$ cat src/rtl/uart_id_transmitter.sv
// Serial word-ID transmitter: FIFO-buffered IDs sent as start(2 bits low), 8 data bits MSB-first, stop, guard.
// Optional build macro UART_TX_PARITY_EN adds an even-parity bit between the data bits and the stop bit.
module uart_id_transmitter #(
  parameter int BIT_TICKS  = 1,
  parameter int FIFO_DEPTH = 4
) (
  input  logic                          clk,
  input  logic                          nRESET,
  input  logic [7:0]                    tx_data,
  input  logic                          tx_valid,
  output logic                          tx_ready,
  output logic                          tx,
  output logic                          tx_busy,
  output logic                          tx_done,
  output logic [$clog2(FIFO_DEPTH):0]   fifo_count
);

  localparam int AW = $clog2(FIFO_DEPTH);
  localparam int CW = AW + 1;
  localparam int TW = $clog2(BIT_TICKS) + 1;
  localparam logic [TW-1:0] TICK_MAX = TW'(BIT_TICKS - 1);

  typedef enum logic [2:0] {
    IDLE,
    START,
    DATA,
`ifdef UART_TX_PARITY_EN
    PARITY,
`endif
    STOP,
    GUARD
  } state_t;

  // ---------------- ID FIFO ----------------
  logic [7:0]    mem [FIFO_DEPTH];
  logic [AW-1:0] wr_ptr, rd_ptr;
  logic [CW-1:0] count;
  logic          push, pop, fifo_empty;

  assign tx_ready   = (count != CW'(FIFO_DEPTH));
  assign push       = tx_valid && tx_ready;
  assign fifo_empty = (count == '0);
  assign fifo_count = count;

  always_ff @(posedge clk) begin
    if (push) mem[wr_ptr] <= tx_data;
  end

  always_ff @(posedge clk or negedge nRESET) begin
    if (!nRESET) begin
      wr_ptr <= '0;
      rd_ptr <= '0;
      count  <= '0;
    end else begin
      if (push) wr_ptr <= wr_ptr + 1'b1;
      if (pop)  rd_ptr <= rd_ptr + 1'b1;
      unique case ({push, pop})
        2'b10:   count <= count + CW'(1);
        2'b01:   count <= count - CW'(1);
        default: count <= count;
      endcase
    end
  end

  // ---------------- frame FSM ----------------
  state_t        state, nstate;
  logic [TW-1:0] tick, ntick;
  logic [2:0]    bit_cnt, nbit;
  logic [7:0]    shift, nshift;
  logic          tx_q, ntx;
  logic          done_q, ndone;
  logic          tick_last, load;
`ifdef UART_TX_PARITY_EN
  logic          par_q, npar;
`endif

  assign tick_last = (tick == TICK_MAX);

  always_ff @(posedge clk or negedge nRESET) begin
    if (!nRESET) begin
      state   <= IDLE;
      tick    <= '0;
      bit_cnt <= '0;
      shift   <= '0;
      tx_q    <= 1'b1;
      done_q  <= 1'b0;
`ifdef UART_TX_PARITY_EN
      par_q   <= 1'b0;
`endif
    end else begin
      state   <= nstate;
      tick    <= ntick;
      bit_cnt <= nbit;
      shift   <= nshift;
      tx_q    <= ntx;
      done_q  <= ndone;
`ifdef UART_TX_PARITY_EN
      par_q   <= npar;
`endif
    end
  end

  always_comb begin
    nstate = state;
    ntick  = tick_last ? '0 : tick + TW'(1);
    nbit   = bit_cnt;
    nshift = shift;
    ndone  = 1'b0;
    load   = 1'b0;
    pop    = 1'b0;
`ifdef UART_TX_PARITY_EN
    npar   = par_q;
`endif
    unique case (state)
      IDLE: begin
        ntick = '0;
        if (!fifo_empty) load = 1'b1;
      end
      // Two bit periods low: the receiver detects, then confirms, the start.
      START: begin
        if (tick_last) begin
          if (bit_cnt == 3'd1) begin
            nstate = DATA;
            nbit   = '0;
          end else begin
            nbit = bit_cnt + 3'd1;
          end
        end
      end
      DATA: begin
        if (tick_last) begin
          if (bit_cnt == 3'd7) begin
            nbit = '0;
`ifdef UART_TX_PARITY_EN
            nstate = PARITY;
`else
            nstate = STOP;
`endif
          end else begin
            nshift = {shift[6:0], 1'b0};
            nbit   = bit_cnt + 3'd1;
          end
        end
      end
`ifdef UART_TX_PARITY_EN
      PARITY: if (tick_last) nstate = STOP;
`endif
      STOP: if (tick_last) nstate = GUARD;
      // Chain straight into the next frame so queued IDs go out contiguously.
      GUARD: begin
        if (tick_last) begin
          ndone = 1'b1;
          if (!fifo_empty) load = 1'b1;
          else             nstate = IDLE;
        end
      end
      default: nstate = IDLE;
    endcase

    if (load) begin
      pop    = 1'b1;
      nshift = mem[rd_ptr];
      nstate = START;
      nbit   = '0;
      ntick  = '0;
`ifdef UART_TX_PARITY_EN
      npar   = ^mem[rd_ptr];
`endif
    end

    // tx is registered from the next state so the line changes on the same edge as the state.
    unique case (nstate)
      START:   ntx = 1'b0;
      DATA:    ntx = nshift[7];
`ifdef UART_TX_PARITY_EN
      PARITY:  ntx = npar;
`endif
      default: ntx = 1'b1;
    endcase
  end

  assign tx      = tx_q;
  assign tx_busy = (state != IDLE);
  assign tx_done = done_q;

endmodule

$ cat config.mk
export PLATFORM = sky130hd
export DESIGN_NAME = uart_id_transmitter
export DESIGN_NICKNAME = d
export VERILOG_FILES = /design/src/rtl/uart_id_transmitter.sv
export SDC_FILE = /design/constraint.sdc
export NUM_CORES = 1
export LEC_CHECK = 0
export ABC_AREA = 0
export CAP_MARGIN = 20
export CORE_MARGIN = 2
export CORE_UTILIZATION = 40
export CTS_CLUSTER_SIZE = 25
export DETAILED_ROUTE_END_ITERATION = 16
export PLACE_DENSITY_LB_ADDON = 0.2
export SYNTH_ARGS = -nofsm -noshare
export SYNTH_HDL_FRONTEND = slang
export SYNTH_SLANG_ARGS = --single-unit
export TNS_END_PERCENT = 30
$ cat constraint.sdc
create_clock -name clk -period 2.4 [get_ports clk]
set_input_delay 0.48 -clock clk [delete_from_list [all_inputs] [get_ports clk]]
set_output_delay 0.48 -clock clk [all_outputs]
set_load 0.02 [all_outputs]
==> results of run 1 <==
==> synthesized netlist by cell type, types with 4 or more instances <==
cell      count
nand3_1       7
mux2_2        4
dfrtp_1      22
nand2b_1      4
mux4_2        8
mux2i_1       7
o21ai_0       7
ha_1          8
xnor2_1       5
inv_1         9
edfxtp_1     32
and3_1        4
==> final timing paths <==
| kind | start | end | slack (ps) | cells past startpoint |
|---|---|---|---|---|
| max | state[0] | tx_busy | 160 | 2 |
| max reg2reg | fifo_count[1] | fifo_count[2] | 210 | 9 |
| min | nRESET | shift[3] | 520 | 2 |
| min reg2reg | shift[6] | tx | 540 | 2 |
| max in group asynchronous | nRESET | tx | 1600 | 2 |
| min in group clk | shift[6] | tx | 540 | 2 |
==> layout by cell type (no fill, tap or decap), drive strengths merged <==
master / instances
o21ai: 7
mux2: 5
mux4: 8
buf: 5
dfstp: 1
dfrtp: 22
nor4b: 1
fa: 1
o22ai: 3
clkinv: 1
o21a: 1
edfxtp: 32
ha: 8
nor3: 1
xnor2: 5
nor3b: 2
nand2: 2
and2: 3
a2111oi: 1
a211o: 1
clkdlybuf4s50: 17
or2: 1
inv: 12
nor2: 4
nand3: 7
xor2: 2
clkbuf: 5
nand2b: 4
and3: 4
a21oi: 2
or3: 2
mux2i: 7
nor4: 1
or3b: 1
==> worst max-delay path, cell delays in order, from the launching register on <==
cell	delay, ps
dfrtp_1	520
or3_1	410
clkdlybuf4s50_1	540
==> power by group <==
group          internal (W)  total (W)  switching [W]  leakage, nW
Combinational      0.000719    0.00138       0.000665        0.436
Sequential          0.00132    0.00159       0.000267        0.574
Clock              0.000212   0.000515       0.000303       0.0489
==> stage by stage <==
step,total power (W),hold slack (ps),std cells,instance area (sq um)
after global routing,0.003738,537.6,254,2789
after detailed placement,0.003014,525.1,246,2698
after floorplan,0.002616,184.4,156,2451
after CTS,0.003542,516.2,254,2789
after global placement,0.002917,496.5,246,2698
final,0.003486,519.0,254,2789
==> kinds of logic (layout without fill, tap and decap cells) <==
kind of cell,Yosys count,in the layout
multiplexers,20,20
XOR/XNOR,7,7
AO/OA/AOI/OAI,15,15
adder cells (fa/ha/maj),9,9
AND/OR/NAND/NOR,33,33
flip-flops,55,55
buffers and inverters,17,40
==> area by class of cell <==
| type | instances | area [sq um] | area share, % |
|---|---|---|---|
| inverters | 10 | 42.54 | 1.525 |
| multi-input cells | 84 | 815.8 | 29.25 |
| repair buffers | 22 | 207.7 | 7.447 |
| well taps | 75 | 93.84 | 3.365 |
| clock buffers | 5 | 68.82 | 2.467 |
| flip-flops and latches | 55 | 1538 | 55.14 |
| clock inverters | 3 | 22.52 | 0.8075 |
==> state kept, by name, summed over array words and instances, names as in the netlist <==
signal / cells
bit_cnt: 3
fifo_count: 3
mem: 32
rd_ptr: 2
shift: 8
state: 3
tx: 1
tx_done: 1
wr_ptr: 2
==> per-layer routing <==
layer  track usage, %  wire length (um)
met1            17.21              1753
met2            23.71              2182
met3            3.261               120
met4            3.500                25
met5                0                 0
==> results.txt, run 1 <==
Slew @ Worst Pin = 606.0 ps
final WL = 4.081 mm
CTS Hold Buffers Added = 0
share of layout cells above drive strength 1 = 20.11%
Worst Path Arrival = 1760 ps
worst hold-check path type = primary input to asynchronous set/reset pin
die height = 82.28 um
Post-CTS Setup Inserts = 0
CTS Root Cell = clkbuf_8
Final Max Tran Viols = 0
cells taking the most area after synthesis = edfxtp_1, dfrtp_1, mux4_2
Resized Gates After CTS = 0
Post-Syn Nets = 176
#FFs+latches synth = 55
routed len/inst = 16.07 um
Clock Latency Late Sink = 300 ps
Max transition margin = 59.60%
asr flop ratio synth = 41.82%
hpwl dp = 2.864 mm
EDFF count, synth = 32
DRT Pass-1 Iters = 4
Initial Util = 41.40%
largest family of logic cells by synthesized area = multiplexers
Global Route Usage Sum = 13.68%
Final GP Congestion = 0.6710
# fillers = 519
CTS clk-pin slew, worst paths = 100 ps
Peak Freq = 0.4470 GHz
Core Util, Final = 47.10%
antenna-violating nets left = 0
initial antenna violation count = 0
WP data required = 1920 ps
unrepaired setup endpoints after global routing = no
post-DR vias/cell = 4.984
Most used DFF post-synth = edfxtp_1
CTS tree = done
YS warnings = 0
DRT iter0 DRCs = 48
global-route wire length before repair = 6.713 mm
syn avg cell area = 15.71 sq um
number of nets in the layout = 198
antenna cells = 0
largest net degree at the start of global routing = 24
Final period util = 93.21%
Compound-Gate Fraction of Synth Area = 3.931%
total gr overflow = 0
register area share after synthesis = 62.74%
Max VDD drop = 0.4935 mV
vias in the first global route = 1331
Max H-tree Level = 2
width of the die = 82.28 um
Post-Synth Simple-Gate Area = 9.290%
Post-Place Worst Slack = 136.7 ps
Hold Vio Cnt, Final = 0
top-area cell type share of the netlist area = 39.20%
setup tns final = 0 ps
outcome = finished, final reports clean
Crit Path Class = register to output port
Yosys top cell by area = edfxtp_1
pwr dens = 1250 nW/um^2
drt drc = 0
Synth Area in XOR/XNOR = 2.501%
Yosys cell types = 39
Post-Syn Area = 2451 sq um
Setup crit end kind = output port
Final WS setup = 163.1 ps
Lkg Pwr = 1.059 nW
die footprint = 6770 sq um
adder-cell area share of the yosys netlist = 4.900%
Core Area = 5921 sq um
row cnt = 28
CTS buffer count = 5
multiplexer share of the synthesized area = 12.66%
CTS max path bufs = 2
final setup fails = 0
P&R area growth vs syn = 13.78%
DR vias = 1266
# IOs = 18
crit-path max FO = 10
CTS Sinks = 55
Port Buffer Count = 17
# Max-Cap Violations = 0
Gate Count Post-Synth = 156
min Tclk post-route = 2237 ps
Worst setup SP type = register
Setup Skew = 7.671 ps
Power figures use the tool's default switching activity.
==> inputs of run 2 (changes only) <==
Settings changed: RECOVER_POWER from default to 25.
==> run 2 against run 1 <==
Clock-buffer cell count is the same. Clock power about the same. Maximum frequency is the same. Critical endpoint unchanged.
==> results.txt, run 2 (synthesis results as in run 1) <==
outcome = finished, final reports clean
CP max stage delay = 540 ps
crit-path max FO = 10
die height = 82.28 um
vias in the first global route = 1331
CTS Root Cell = clkbuf_8
Regs by FF count = mem x32, shift x8
Port Buffer Count = 17
Lkg Pwr = 1.056 nW
post-DR vias/cell = 4.984
number of nets in the layout = 198
P_sw = 0.001236 W
share of layout cells above drive strength 1 = 19.55%
CTS clk-pin slew, worst paths = 100 ps
antenna cells = 0
Post-CTS Setup Inserts = 0
Resized Gates After CTS = 0
antenna-violating nets left = 0
DR vias = 1266
Peak Freq = 0.4470 GHz
Setup Skew = 7.671 ps
Hold Vio Cnt, Final = 0
routed len/inst = 16.06 um
setup tns final = 0 ps
drt drc = 0
row cnt = 28
Gate power share = 39.7%
CP cell instances = or3_1 -> clkdlybuf4s50_1
# Max-Cap Violations = 0
CTS Hold Buffers Added = 0
switching share of power = 35.47%
Reg with most FFs = mem
max reg flops = 32
Final Max Tran Viols = 0
Max transition margin = 18.22%
WHS Path Cells = 2
P&R area growth vs syn = 13.63%
commonest non-fill, non-tap cell in the layout = edfxtp_1
Core Util, Final = 47.04%
Initial Util = 41.40%
min Tclk post-route = 2237 ps
internal power = 0.002249 W
WP data required = 1920 ps
Final GP Congestion = 0.6710
Crit Path Class = register to output port
commonest cells after routing, fill and taps aside = edfxtp_1, dfrtp_1, clkdlybuf4s50_1
CTS tree = done
Worst setup SP type = register
width of the die = 82.28 um
Slew @ Worst Pin = 1227 ps
slowest CP cell = clkdlybuf4s50_1
Worst Path Arrival = 1760 ps
unrepaired setup endpoints after global routing = no
DRT iter0 DRCs = 49
global-route wire length before repair = 6.713 mm
Seq pwr share = 45.5%
die footprint = 6770 sq um
Max VDD drop = 0.4935 mV
# IOs = 18
hpwl dp = 2.864 mm
Setup crit end kind = output port
CTS buffer count = 5
Core Area = 5921 sq um
Final period util = 93.21%
initial antenna violation count = 0
clock share of power = 14.8%
Global Route Usage Sum = 13.68%
final WL = 4.079 mm
DRT Pass-1 Iters = 4
CTS Sinks = 55
final setup fails = 0
total gr overflow = 0
CTS max path bufs = 2
Reg2Reg Depth = 9
worst hold-check path type = register to register
# fillers = 518
Max H-tree Level = 2
largest net degree at the start of global routing = 24
Clock Latency Late Sink = 300 ps
pwr dens = 1251 nW/um^2
hold slack = 542.6 ps
[run 2: cell count changes in the layout (fill, tap and decap cells not counted)]
cell,previous run,this run
clkdlybuf4s50_1,17,14
buf_4,5,4
dlygate4sd3_1,0,3
clkbuf_1,0,1
[run 2: per-layer routing]
layer | GRT usage, % | part of all wire, %
met3 | 3.261 | 2.8
met2 | 23.71 | 53
met4 | 3.500 | 0.61
met5 | 0 | 0
met1 | 17.21 | 43
[run 2: worst paths after layout]
check | from | to | slack [ps]
min in group asynchronous | nRESET | shift[3] | 950
max | state[0] | tx_busy | 160
max reg2reg | fifo_count[1] | fifo_count[2] | 210
min | shift[6] | tx | 540
max in group asynchronous | nRESET | rd_ptr[0] | 730
min reg2reg | shift[6] | tx | 540
[run 2: cell type report]
class | instances | area, sq um | share of cell area, %
Inverter | 10 | 42.54 | 1.527
Tap cell | 75 | 93.84 | 3.369
Clock inverter | 3 | 22.52 | 0.8086
Clock buffer | 5 | 68.82 | 2.471
Multi-Input combinational cell | 84 | 815.8 | 29.29
Sequential cell | 55 | 1538 | 55.21
Timing Repair Buffer | 22 | 203.9 | 7.323
[run 2: power by group through the flow]
stage          sequential, W  clock (W)  combinational, W
2_1_floorplan        0.00149          0           0.00113
3_3_place_gp         0.00158          0           0.00133
3_5_place_dp         0.00161          0           0.00140
4_1_cts              0.00160   0.000534           0.00141
5_1_grt              0.00163   0.000569           0.00153
6_report             0.00159   0.000515           0.00138
[run 2: worst max-delay path, delay by kind of cell, from the launching register on]
| family | cells | cell delay (ps) |
|---|---|---|
| buf+inv | 1 | 540 |
| simple gates | 1 | 410 |
| flops | 1 | 520 |
[run 2: stage by stage]
step	setup slack, ps	instances	power [W]	instance area (sq um)
floorplan	173.2	156	0.002616	2451
global placement	193.4	246	0.002917	2698
detailed placement	136.7	246	0.003014	2698
CTS	149.3	254	0.003542	2789
global route	81.68	254	0.003736	2785
finish	163.1	254	0.003484	2785
==> inputs of run 3 (changes only) <==
Settings changed: CAP_MARGIN 20 to default, DONT_BUFFER_PORTS from default to 1.
Clock period 2.4 ns to 2.3 ns, I/O delays scaled along.
==> run 3 against run 2 <==
Design area decreased by 4.1%. Utilization decreased by 1.9 points. Sequential cell count unchanged. Critical endpoint is now fifo_count[2]. Sequential power increased by 3%. Clock power increased by 7.6%. Highest routed layer unchanged. Combinational power about the same.
==> results.txt, run 3 (synthesis results as in run 1) <==
outcome = finished, final reports clean
drt drc = 0
hpwl dp = 2.807 mm
antenna-violating nets left = 0
Final WS setup = 143.8 ps
# fillers = 514
Lkg Pwr = 1.021 nW
Setup Skew = 8.409 ps
final WL = 3.940 mm
P&R area growth vs syn = 8.933%
Peak Freq = 0.4638 GHz
routed len/inst = 16.21 um
final instance area = 2670 sq um
Final GP Congestion = 0.7299
global-route wire length before repair = 6.492 mm
CTS clk-pin slew, worst paths = 110 ps
total gr overflow = 0
RR Endpoint = fifo_count[2]
Sequential Area = 1538 sq um
Resized Gates After CTS = 0
die height = 82.28 um
min Tclk post-route = 2156 ps
Crit Path Class = register to register
pwr dens = 1347 nW/um^2
Hold Path End = mem[1][3]
DR vias = 1259
Post-Place Cells = 232
Global Route Usage Sum = 13.01%
commonest cells after routing, fill and taps aside = edfxtp_1, dfrtp_1, buf_4
CTS buffer count = 5
CTS Sinks = 55
Regs by FF count = mem x32, shift x8
Reg with most FFs = mem
final setup fails = 0
Clock Latency Late Sink = 300 ps
Setup crit end kind = register
met3 GRT Util = 3.478%
CTS max path bufs = 2
met2 Use GR = 22.26%
DRT Pass-1 Iters = 4
initial antenna violation count = 0
min-delay src = tx_data[3]
grt peak-use layer = met2
Reg2Reg Depth = 9
WP data required = 2540 ps
Slew @ Worst Pin = 1041 ps
antenna cells = 0
commonest non-fill, non-tap cell in the layout = edfxtp_1
share of layout cells above drive strength 1 = 24.40%
max reg flops = 32
Final period util = 93.75%
die footprint = 6770 sq um
post-placement cell area = 2550 sq um
CTS tree = done
Core Area = 5921 sq um
Worst Path Arrival = 2390 ps
width of the die = 82.28 um
Worst setup SP type = register
Hold Vio Cnt, Final = 0
Initial Util = 41.40%
met1 usage = 16.24%
vias in the first global route = 1337
Final Non-Filler Cells = 243
Max VDD drop = 0.5523 mV
WHS Path Cells = 0
# Max-Cap Violations = 0
r2r startpoint = fifo_count[2]
Reg2Reg Setup Slack = 140 ps
Multi-input gate area = 815.8 sq um
Port Buffer Count = 0
worst hold-check path type = primary input to register
hold slack = 240.8 ps
row cnt = 28
crit-path max FO = 5
# IOs = 18
CTS Root Cell = clkbuf_8
Max H-tree Level = 2
Final Max Tran Viols = 0
post-DR vias/cell = 5.181
Max transition margin = 30.37%
Post-Place Worst Slack = 146.9 ps
number of nets in the layout = 187
DRT iter0 DRCs = 45
largest net degree at the start of global routing = 24
[run 3: cell count changes in the layout (fill, tap and decap cells not counted)]
| cell | before | now |
|---|---|---|
| dlygate4sd3_1 | 3 | 1 |
| clkdlybuf4s50_1 | 14 | 0 |
| buf_4 | 4 | 10 |
| clkinv_2 | 1 | 0 |
| inv_6 | 3 | 4 |
| clkbuf_1 | 1 | 0 |
[run 3: what timing repair did]
action                                  CTS  global route
setup buffers                             0             2
endpoints found under the hold margin    23             0
endpoints found under the setup margin    0             1
hold buffers                              1             0
[run 3: where the power goes]
part           leakage [nW]  total, W  switching, W  internal, W
logic                 0.398   0.00141      0.000706     0.000706
clock network        0.0495  0.000554      0.000327     0.000227
registers             0.574   0.00163      0.000251      0.00138
total                  1.02   0.00360       0.00128      0.00231
[run 3: layout make-up]
cell class / instances / share of cell area (%)
sequential: 55 / 57.59
multi-input combinational: 84 / 30.55
tap: 75 / 3.515
timing repair buffer: 11 / 3.187
clock buffer: 5 / 2.577
inverter: 10 / 1.593
clock inverter: 3 / 0.9841
[run 3: per-stage QoR]
| stage | util, % | setup TNS (ps) | total power [W] |
|---|---|---|---|
| floorplan | - | 0 | 0.002730 |
| global placement | 43.07 | 0 | 0.002995 |
| detailed placement | 43.07 | 0 | 0.003057 |
| CTS | 44.84 | 0 | 0.003624 |
| global route | 45.10 | -3.753 | 0.003855 |
| finish | 45.10 | 0 | 0.003596 |
[run 3: worst max path at each step]
stage / end / from / slack [ps] / cells after the start
3_3_place_gp: fifo_count[2] / fifo_count[1] / 210 / 9
6_report: fifo_count[2] / fifo_count[2] / 140 / 9
3_5_place_dp: fifo_count[2] / fifo_count[2] / 150 / 9
2_1_floorplan: fifo_count[2] / fifo_count[2] / 70 / 9
4_1_cts: fifo_count[2] / fifo_count[1] / 130 / 9
5_1_grt: fifo_count[2] / fifo_count[2] / -4 / 9
[run 3: metal layers]
| metal | wire length, um | up-vias | part of all wire (%) |
|---|---|---|---|
| met5 | 0 | - | 0 |
| met4 | 19 | 0 | 0.48 |
| met3 | 170 | 4 | 4.3 |
| met2 | 2052 | 25 | 52 |
| met1 | 1698 | 638 | 43 |
| li1 | - | 592 | - |
[run 3: critical path, cell delays in order, from the launching register on]
cell and delay [ps]:
dfrtp_1 440, or3b_4 410, and2_4 180, inv_1 50
ha_1 170, inv_1 60, fa_1 370, xor2_1 150
nor2_1 110, xor2_1 140
